--- src/rtl/pl_tx_if.sv ---
// Transmit scheduler bus: TLP and DLLP source channels plus the framed output beat.
// The master side is the data-link layer / downstream pair; the slave side is the scheduler.
interface pl_tx_if;
   logic         tlp_valid;
   logic         tlp_ready;
   logic [511:0] tlp_data;
   logic [6:0]   tlp_bytes;
   logic         tlp_last;
   logic         dllp_valid;
   logic         dllp_ready;
   logic [47:0]  dllp_data;
   logic         out_ready;
   logic [511:0] data_out;
   logic [63:0]  dk_out;
   logic         valid_out;

   modport master (
      output tlp_valid, tlp_data, tlp_bytes, tlp_last, dllp_valid, dllp_data, out_ready,
      input  tlp_ready, dllp_ready, data_out, dk_out, valid_out
   );

   modport slave (
      input  tlp_valid, tlp_data, tlp_bytes, tlp_last, dllp_valid, dllp_data, out_ready,
      output tlp_ready, dllp_ready, data_out, dk_out, valid_out
   );
endinterface

--- src/rtl/pl_tx_scheduler.sv ---
// Gen1/Gen2 transmit scheduler: arbitrates TLP vs DLLP, keeps TLPs atomic and frames each
// 64-byte beat with STP/SDP/END/PAD K-symbols and a per-byte DK mask.
module pl_tx_scheduler #(
   parameter int unsigned STARVE_MAX = 4,
   parameter logic [7:0]  PAD_SYM    = 8'hF7
) (
   input  logic       clk,
   input  logic       rst_n,
   input  logic       linkup,
   input  logic [2:0] gen,
   pl_tx_if.slave     bus
);

   localparam int unsigned SW      = $clog2(STARVE_MAX + 1);
   localparam logic [7:0]  STP_SYM = 8'hFB;
   localparam logic [7:0]  SDP_SYM = 8'h5C;
   localparam logic [7:0]  END_SYM = 8'hFD;
   localparam logic [63:0] DLLP_DK = 64'hFFFF_FFFF_FFFF_FF81;

   typedef enum logic {StIdle, StTlp} state_e;

   state_e        state_q;
   logic [SW-1:0] starve_q;
   logic          valid_q;
   logic [511:0]  data_q;
   logic [63:0]   dk_q;

   logic          en;
   logic          can_grant;
   logic          tlp_pref;
   logic          starved;
   logic          tlp_fire;
   logic          dllp_fire;
   logic          first;
   logic [6:0]    n_bytes;
   logic [6:0]    lo;
   logic [6:0]    hi;
   logic [511:0]  shifted;
   logic [511:0]  tlp_beat;
   logic [63:0]   tlp_dk;
   logic [511:0]  dllp_beat;

   // Arbitration and ready generation; ready is gated by reset so it reads 0 while held.
   always_comb begin
      en        = linkup && (gen == 3'd0 || gen == 3'd1);
      can_grant = rst_n && en && (!valid_q || bus.out_ready);
      starved   = (starve_q == SW'(STARVE_MAX));
      tlp_pref  = (state_q == StTlp) || !bus.dllp_valid || starved;
      tlp_fire  = can_grant && bus.tlp_valid && tlp_pref;
      dllp_fire = can_grant && (state_q == StIdle) && bus.dllp_valid &&
                  !(bus.tlp_valid && tlp_pref);
   end

   assign bus.tlp_ready  = tlp_fire;
   assign bus.dllp_ready = dllp_fire;
   assign bus.valid_out  = valid_q;
   assign bus.data_out   = data_q;
   assign bus.dk_out     = dk_q;

   // TLP beat framing: payload lives in [lo, hi), END at hi when last, PAD elsewhere.
   always_comb begin
      first   = (state_q == StIdle);
      if (bus.tlp_bytes == 7'd0) begin
         n_bytes = 7'd1;
      end else if (bus.tlp_bytes > 7'd62) begin
         n_bytes = 7'd62;
      end else begin
         n_bytes = bus.tlp_bytes;
      end
      lo       = {6'd0, first};
      hi       = lo + n_bytes;
      shifted  = first ? {bus.tlp_data[503:0], 8'h00} : bus.tlp_data;
      tlp_beat = '0;
      tlp_dk   = '0;
      for (int i = 0; i < 64; i++) begin
         if (first && i == 0) begin
            tlp_beat[8*i +: 8] = STP_SYM;
            tlp_dk[i]          = 1'b1;
         end else if (7'(i) < hi) begin
            tlp_beat[8*i +: 8] = shifted[8*i +: 8];
            tlp_dk[i]          = 1'b0;
         end else if (bus.tlp_last && 7'(i) == hi) begin
            tlp_beat[8*i +: 8] = END_SYM;
            tlp_dk[i]          = 1'b1;
         end else begin
            tlp_beat[8*i +: 8] = PAD_SYM;
            tlp_dk[i]          = 1'b1;
         end
      end
      dllp_beat = {{56{PAD_SYM}}, END_SYM, bus.dllp_data, SDP_SYM};
   end

   always_ff @(posedge clk or negedge rst_n) begin
      if (!rst_n) begin
         state_q  <= StIdle;
         starve_q <= '0;
         valid_q  <= 1'b0;
         data_q   <= '0;
         dk_q     <= '0;
      end else if (!en) begin
         // Link down or unsupported rate: abandon any packet without END.
         state_q  <= StIdle;
         starve_q <= '0;
         valid_q  <= 1'b0;
         data_q   <= '0;
         dk_q     <= '0;
      end else if (tlp_fire) begin
         state_q  <= bus.tlp_last ? StIdle : StTlp;
         starve_q <= '0;
         valid_q  <= 1'b1;
         data_q   <= tlp_beat;
         dk_q     <= tlp_dk;
      end else if (dllp_fire) begin
         if (!bus.tlp_valid) begin
            starve_q <= '0;
         end else if (!starved) begin
            starve_q <= starve_q + 1'b1;
         end
         valid_q <= 1'b1;
         data_q  <= dllp_beat;
         dk_q    <= DLLP_DK;
      end else begin
         if (!valid_q || bus.out_ready) begin
            valid_q <= 1'b0;
            data_q  <= '0;
            dk_q    <= '0;
         end
         if (state_q == StIdle && !bus.tlp_valid) begin
            starve_q <= '0;
         end
      end
   end

endmodule

--- src/flat_wrapper.sv ---
// flat-port wrapper written by rule: the top's interface ports become plain ports
module pl_tx_scheduler_flat 
#(
   parameter int unsigned STARVE_MAX = 4,
   parameter logic [7:0]  PAD_SYM    = 8'hF7
)
  (clk, rst_n, linkup, gen, bus_tlp_valid, bus_tlp_data, bus_tlp_bytes, bus_tlp_last, bus_dllp_valid, bus_dllp_data, bus_out_ready, bus_tlp_ready, bus_dllp_ready, bus_data_out, bus_dk_out, bus_valid_out);
  pl_tx_if bus_i ();
  input  logic clk;
  input  logic rst_n;
  input  logic linkup;
  input  logic [2:0] gen;
  input wire logic [$bits(bus_i.tlp_valid)-1:0] bus_tlp_valid;
  input wire logic [$bits(bus_i.tlp_data)-1:0] bus_tlp_data;
  input wire logic [$bits(bus_i.tlp_bytes)-1:0] bus_tlp_bytes;
  input wire logic [$bits(bus_i.tlp_last)-1:0] bus_tlp_last;
  input wire logic [$bits(bus_i.dllp_valid)-1:0] bus_dllp_valid;
  input wire logic [$bits(bus_i.dllp_data)-1:0] bus_dllp_data;
  input wire logic [$bits(bus_i.out_ready)-1:0] bus_out_ready;
  output wire logic [$bits(bus_i.tlp_ready)-1:0] bus_tlp_ready;
  output wire logic [$bits(bus_i.dllp_ready)-1:0] bus_dllp_ready;
  output wire logic [$bits(bus_i.data_out)-1:0] bus_data_out;
  output wire logic [$bits(bus_i.dk_out)-1:0] bus_dk_out;
  output wire logic [$bits(bus_i.valid_out)-1:0] bus_valid_out;
  assign bus_i.tlp_valid = bus_tlp_valid;
  assign bus_i.tlp_data = bus_tlp_data;
  assign bus_i.tlp_bytes = bus_tlp_bytes;
  assign bus_i.tlp_last = bus_tlp_last;
  assign bus_i.dllp_valid = bus_dllp_valid;
  assign bus_i.dllp_data = bus_dllp_data;
  assign bus_i.out_ready = bus_out_ready;
  assign bus_tlp_ready = bus_i.tlp_ready;
  assign bus_dllp_ready = bus_i.dllp_ready;
  assign bus_data_out = bus_i.data_out;
  assign bus_dk_out = bus_i.dk_out;
  assign bus_valid_out = bus_i.valid_out;
  pl_tx_scheduler #(.STARVE_MAX(STARVE_MAX), .PAD_SYM(PAD_SYM)) u_core (.clk(clk), .rst_n(rst_n), .linkup(linkup), .gen(gen), .bus(bus_i));
endmodule
--- config.mk ---
export PLATFORM = sky130hd
export DESIGN_NAME = pl_tx_scheduler_flat
export DESIGN_NICKNAME = d
export VERILOG_FILES = /design/src/rtl/pl_tx_if.sv /design/src/rtl/pl_tx_scheduler.sv /design/src/flat_wrapper.sv
export SDC_FILE = /design/constraint.sdc
export NUM_CORES = 1
export LEC_CHECK = 0
export ABC_AREA = 1
export BUFFER_PORTS_ARGS = -buffer_cell sky130_fd_sc_hd__buf_2
export CAP_MARGIN = 20
export CORE_AREA = 2 2 446 448
export DETAILED_ROUTE_END_ITERATION = 10
export DIE_AREA = 0 0 448 450
export PLACE_DENSITY = 0.4
export RECOVER_POWER = 100
export SYNTH_ARGS = -nofsm -noshare
export SYNTH_HDL_FRONTEND = slang
export SYNTH_SLANG_ARGS = --single-unit
--- constraint.sdc ---
create_clock -name clk -period 3.8 [get_ports clk]
set_input_delay 0.76 -clock clk [delete_from_list [all_inputs] [get_ports clk]]
set_output_delay 0.76 -clock clk [all_outputs]
set_load 0.02 [all_outputs]
==> results of run 1 <==
cell type report:
type	instances	area (sq um)	area share, %
Inverter	105	410	0.982
Timing Repair Buffer	1324	6580	15.7
Clock inverter	22	315	0.755
Antenna cell	40	100	0.240
Tap cell	2640	3300	7.91
Clock buffer	115	2250	5.39
Multi-Input combinational cell	2989	14300	34.2
Sequential cell	581	14500	34.8
power by group through the flow:
stage	sequential [mW]	clock, mW	combinational (mW)
after floorplan	6.77	0	0.607
after global placement	6.56	0	2.14
after detailed placement	6.57	0	2.13
after CTS	6.46	8.01	2.14
after global routing	6.48	8.20	2.18
final	6.47	7.72	2.00
cells in the final DEF (no fill, tap or decap), types with 6 or more instances in the layout:
master and instances:
nand2_2 8, clkbuf_1 634, mux2i_1 117, o21ai_1 13, buf_4 88, clkinv_2 6, dfrtp_1 581, nor2_2 7
or2_2 12, diode_2 40, buf_12 31, nand2_1 1727, clkbuf_16 79, o2111ai_1 12, nand4_1 14, clkbuf_8 14
o211ai_1 127, o21a_1 12, nand3_1 177, o21ai_0 178, buf_2 576, nor2_4 7, nor2_1 291, a22oi_1 113
inv_1 94, a21oi_1 48, o311ai_0 90, clkbuf_2 10, inv_2 7
kinds of logic (layout without fill, tap and decap cells):
family | count (synthesis) | after routing
multiplexers | 117 | 117
AND/OR/NAND/NOR | 2260 | 2260
AO/OA/AOI/OAI | 608 | 608
adder cells (fa/ha/maj) | 4 | 4
buffers and inverters | 358 | 1566
flip-flops | 581 | 581
other | 0 | 40
repair_timing:
action	in CTS	in global routing
buffers inserted	0	0
endpoints found under the setup margin	0	0
hold buffers	1	0
hold endpoints to repair	22	0
through the flow:
step / setup TNS, ps / util [%]
after CTS: 0 / 21.8
after detailed placement: -6140 / 20.5
final: 0 / 21.3
after global placement: -5510 / 20.5
after global routing: 0 / 21.2
after floorplan: 0 / -
registers in the layout, indices dropped and copies added, names as in the netlist:
register              flops
u_core.bus.data_out     512
u_core.bus.dk_out        64
u_core.bus.valid_out      1
u_core.starve_q           3
u_core.state_q            1
worst max-delay path: cells and delay by family:
family	cells	cell delay [ps]
AND/OR/NAND/NOR	2	490
buffers and inverters	4	1540
per-layer routing:
| layer | GRT usage, % | share of wire [%] | vias to the layer above |
|---|---|---|---|
| met4 | 8.51 | 4.6 | 42 |
| met2 | 34.3 | 49 | 1310 |
| li1 | - | - | 15389 |
| met3 | 4.24 | 6.3 | 353 |
| met5 | 0 | 0.12 | - |
| met1 | 24.7 | 40 | 16594 |
path summary, 6_finish.rpt:
check / start / endpoint / slack (ps)
worst max-delay path: rst_n / bus_dllp_ready / 190
worst min-delay path: bus_dllp_data[0] / u_core.bus.data_out[8] / 270
worst max register to register: u_core.state_q / u_core.bus.data_out[3] / 320
worst min register to register: u_core.bus.data_out[65] / u_core.bus.data_out[65] / 470
max in group asynchronous: rst_n / u_core.bus.data_out[406] / 660
min in group asynchronous: rst_n / u_core.bus.dk_out[7] / 500
==> results.md, run 1 <==
* Post-synth EDFFs at 0
* Synth Instances at 3928
* Worst setup SP type: primary input
* Worst Tran Pin Value at 1760 ps
* Total number of vias at 33.7k
* Remaining Overflow, GRT at 0
* Layout cells sized above 1 at 17.2%
* Combinational share of power at 12.4%
* Final hold slack at 265 ps
* Critical Path, Cell by Cell: dlygate4sd3_1 > buf_8 > nand3_1 > nor2_4 > buf_2 > buf_2
* GP Congestion at 0.931
* # setup viols final at 0
* DP Area at 40200 sq um
* I/O pin total at 1156
* Psw at 4.79 mW
* Switching fraction of total power at 29.6%
* Number of global-route vias before repair at 33.2k
* Max Cap Viol at 1
* Sequential fraction of the synthesis area at 47.8%
* P_leak at 20.1 nW
* Placed Instances at 7638
* Layout fillers at 22.6k
* DPL Wire Length at 168000 um
* Leading area contributor after synthesis: dfrtp_1
* Xor/xnor cell area share of the yosys netlist at 0%
* Final cell count without fillers at 7816
* DRC at 0
* TritonCTS clock tree: built
* Post-Syn Area at 30400 sq um
* Largest family of logic cells by synthesized area: simple AND/OR/NAND/NOR gates
* Clk buf depth at 3
* Pre-CTS setup slack at -397 ps
* Rel. slew slack at -17.7%
* Die width at 448 um
* Total GRT Usage at 20.2%
* DRT Wirelength at 212000 um
* Crit-path slowest cell: dlygate4sd3_1
* CTS Root Cell: clkbuf_16
* Max H-tree Level at 3
* Starting density of the core at 15.5%
* Clk sinks at 581
* Skew-Pair Late Insertion Delay at 720 ps
* Pwr/cell area at 388 nW/um^2
* Vias/cell at 4.31
* Failing checks: capacitance limit, slew limit
* Die Y at 450 um
* Most frequent CP cell: buf_2
* Simple-gate share of the synthesized area at 29.8%
* Arr. time, crit path at 2850 ps
* CP peak stage delay at 560 ps
* Largest net degree at the start of global routing at 174
* Synth warn at 0
* Reg clk slew, reported paths at 60 ps
* Synth cell count leaders: nand2_1 (1699), dfrtp_1 (581), nor2_1 (285)
* Area growth, synth to finish at 37.2%
* Synth Register Bits at 581
* R2R depth at 13
* Status: complete, but fails checks
* Drt first-iter violations at 2799
* Most frequent cell after synthesis: nand2_1
* Crit share post-route at 94.9%
* Post-Synth Adder-Cell Area at 0.164%
* Total CTS buffers at 78
* First-pass GRT wire length at 285000 um
* Fmax at 0.277 GHz
* Core box area at 197000 sq um
* Peak supply drop at 280 uV
* Critical path capture point type: output pin
* RSZ-0062 raised after global routing: false
* Hold path depth at 3
* Kind of critical path: in -> out
* Fin Clk Skew at 41.4 ps
* # rows at 163
* Ys flop type: dfrtp_1
* Post-synth top area share at 47.8%
* Clock power share at 47.7%
* Die area at 202000 sq um
* Power consumption at 16.2 mW
* Final Max Slew Viols at 116
* Net Count, Synth at 4509
* Tmin final at 3610 ps
* Seq pwr share at 39.9%
* Initial antenna violation count at 92
* Design area at 41800 sq um
* Post-synth ARST share at 100%
* Post-DRT Antenna Nets at 0
* CP required at 3040 ps
* Internal power at 11.4 mW
* Synth cell types at 46
* Wire length per cell at 27.1 um
* Post-synthesis mux area share at 3.85%
* Final Hold Violating Endpoints at 0
* Post-cts sizing count at 0
* Top cells by area, synth: dfrtp_1 (48%), nand2_1 (21%), mux2i_1 (3.8%)
* Synth Area in Compound Gates at 13.6%
* Crit path setup slack, layout at 192 ps
* First-pass DRT Iterations at 7
* CP Max Fanout at 25
* Final nets at 5660
* Hold crit path type: in -> reg
* IO Port Bufs at 1154
* Syn_area_per_cell at 7.75 sq um
No activity file was read; power rests on OpenSTA's default activity.
==> inputs of run 2 (changes only) <==
--- a/config.mk
+++ b/config.mk
@@ -8,2 +8,3 @@
 export ABC_AREA = 1
+export ABC_CLOCK_PERIOD_IN_PS = 3800
 export BUFFER_PORTS_ARGS = -buffer_cell sky130_fd_sc_hd__buf_2
==> constraint.sdc (replaced) <==
create_clock -name clk -period 3.8 [get_ports clk]
set_input_delay 0.57 -clock clk [delete_from_list [all_inputs] [get_ports clk]]
set_output_delay 0.57 -clock clk [all_outputs]
set_load 0.02 [all_outputs]
==> run 2 against run 1 <==
  * The flow still finishes with violations (capacitance limit, slew limit)
  * First-iteration DRC count fell by 5.3%
  * Combinational power is essentially flat
  * Setup slack better by 98 ps
  * Hold slack worse by 180 ps
  * Sequential share of layout area hardly changed
  * Utilization barely moved
  * Clock-buffer cell count increased by 10
  * Fmax grew 2.8%
  * Critical path depth up 2
  * Sequential cell count unchanged
  * Largest cell class unchanged
  * Highest routed layer unchanged
==> results.md, run 2 (synthesis gave the netlist of run 1 again) <==
* # rows at 163
* Total CTS buffers at 82
* Critical path capture point type: output pin
* Largest net degree at the start of global routing at 163
* Final hold slack at 86.2 ps
* Final setup TNS at 0 ps
* Internal power at 12.0 mW
* Initial antenna violation count at 106
* Skew-Pair Late Insertion Delay at 730 ps
* Rel. slew slack at -44.0%
* Max H-tree Level at 3
* Most frequent cells in the layout: nand2_1 (1726), clkbuf_1 (624), dfrtp_1 (580), buf_2 (575), nor2_1 (291)
* Placed Instances at 7595
* Clk buf depth at 3
* Failing checks: capacitance limit, slew limit
* Area growth, synth to finish at 37.1%
* DRT Wirelength at 214000 um
* Worst setup SP type: flop
* First-pass GRT wire length at 287000 um
* Layout Utilization at 21.2%
* Post-DRT Antenna Nets at 0
* Layout fillers at 22.7k
* Crit path setup slack, layout at 290 ps
* Tmin final at 3510 ps
* Starting density of the core at 15.5%
* Crit share post-route at 92.4%
* Hold crit path type: in -> reg
* P_leak at 20.1 nW
* Uppermost layer routed: met5
* Total number of vias at 33.6k
* TritonCTS clock tree: built
* Clk sinks at 581
* Met3 wire length at 14700 um
* Combinational share of power at 11.7%
* Worst Tran Pin Value at 2160 ps
* Die Y at 450 um
* Psw at 4.94 mW
* Vias/cell at 4.32
* Reg clk slew, reported paths at 50 ps
* Drt first-iter violations at 2651
* Core box area at 197000 sq um
* CP required at 3230 ps
* Fin Clk Skew at 36.1 ps
* Wire length per cell at 27.5 um
* Final Hold Violating Endpoints at 0
* Switching fraction of total power at 29.1%
* I/O pin total at 1156
* Max reg flops at 512
* Final nets at 5626
* Max Cap Viol at 2
* DRC at 0
* Final Max Slew Viols at 186
* Design area at 41700 sq um
* Layout cells sized above 1 at 16.9%
* Final cell count without fillers at 7782
* DP Area at 39800 sq um
* Clock power share at 50.1%
* Number of global-route vias before repair at 33.4k
* Arr. time, crit path at 2940 ps
* RSZ-0062 raised after global routing: false
* M1 wire length at 84400 um
* Remaining Overflow, GRT at 0
* Kind of critical path: reg -> out
* Status: complete, but fails checks
* Peak supply drop at 310 uV
* Total GRT Usage at 20.4%
* Most common cell after layout, fill and taps aside: nand2_1
* Routed wl met2 at 104000 um
* CP Max Fanout at 75
* Pre-CTS setup slack at -266 ps
* R2R setup slack at 340 ps
* IO Port Bufs at 1154
* Pwr/cell area at 406 nW/um^2
* GP Congestion at 0.921
* # setup viols final at 0
* Seq pwr share at 38.1%
* Fmax at 0.285 GHz
* Power consumption at 17.0 mW
* CTS Root Cell: clkbuf_16
* Post-CTS setup buffer count at 0
* First-pass DRT Iterations at 6
* DPL Wire Length at 168000 um
* Die area at 202000 sq um
* Die width at 448 um
[run 2: timing repair]
action	CTS	global route
gates resized for setup	0	0
hold buffers	6	0
setup endpoints to repair	0	0
endpoints found under the hold margin	62	0
[run 2: path summary, 6_finish.rpt]
check,startpoint,to,cells after the start
max reg2reg,u_core.state_q,u_core.bus.data_out[58],12
min in group asynchronous,rst_n,u_core.bus.data_out[44],3
max in group asynchronous,rst_n,u_core.bus.data_out[146],4
min reg2reg,u_core.bus.dk_out[38],u_core.bus.dk_out[38],2
max,u_core.state_q,bus_dllp_ready,8
min,bus_dllp_data[1],u_core.bus.data_out[9],3
[run 2: layer usage]
layer / GRT usage, % / vias up
met2: 34.7 / 1329
li1: - / 15305
met4: 8.86 / 50
met5: 0 / -
met3: 5.04 / 389
met1: 24.1 / 16570
[run 2: worst max-delay path, stage by stage, from the launching register on]
cell and delay (ps):
dfrtp_4 510, buf_12 260, nor2_1 200, nand2_1 60, nand2_1 120, nand2_1 100, nor2_4 120, buf_4 540
clkbuf_2 280
[run 2: area by class of cell]
cell class	count	area [sq um]	share of cell area [%]
clock inverter	25	447	1.07
sequential	581	14500	34.8
antenna	31	77.6	0.186
tap	2640	3300	7.92
multi-input combinational	2989	14300	34.3
clock buffer	125	2460	5.89
timing repair buffer	1286	6190	14.8
inverter	105	417	0.998
[run 2: power groups by stage]
stage               logic (mW)  clock network, mW  registers (mW)
finish                    1.99               8.50            6.47
global route              2.16               8.99            6.48
detailed placement        2.10                  0            6.57
CTS                       2.12               8.79            6.46
floorplan                0.607                  0            6.77
global placement          2.10                  0            6.56
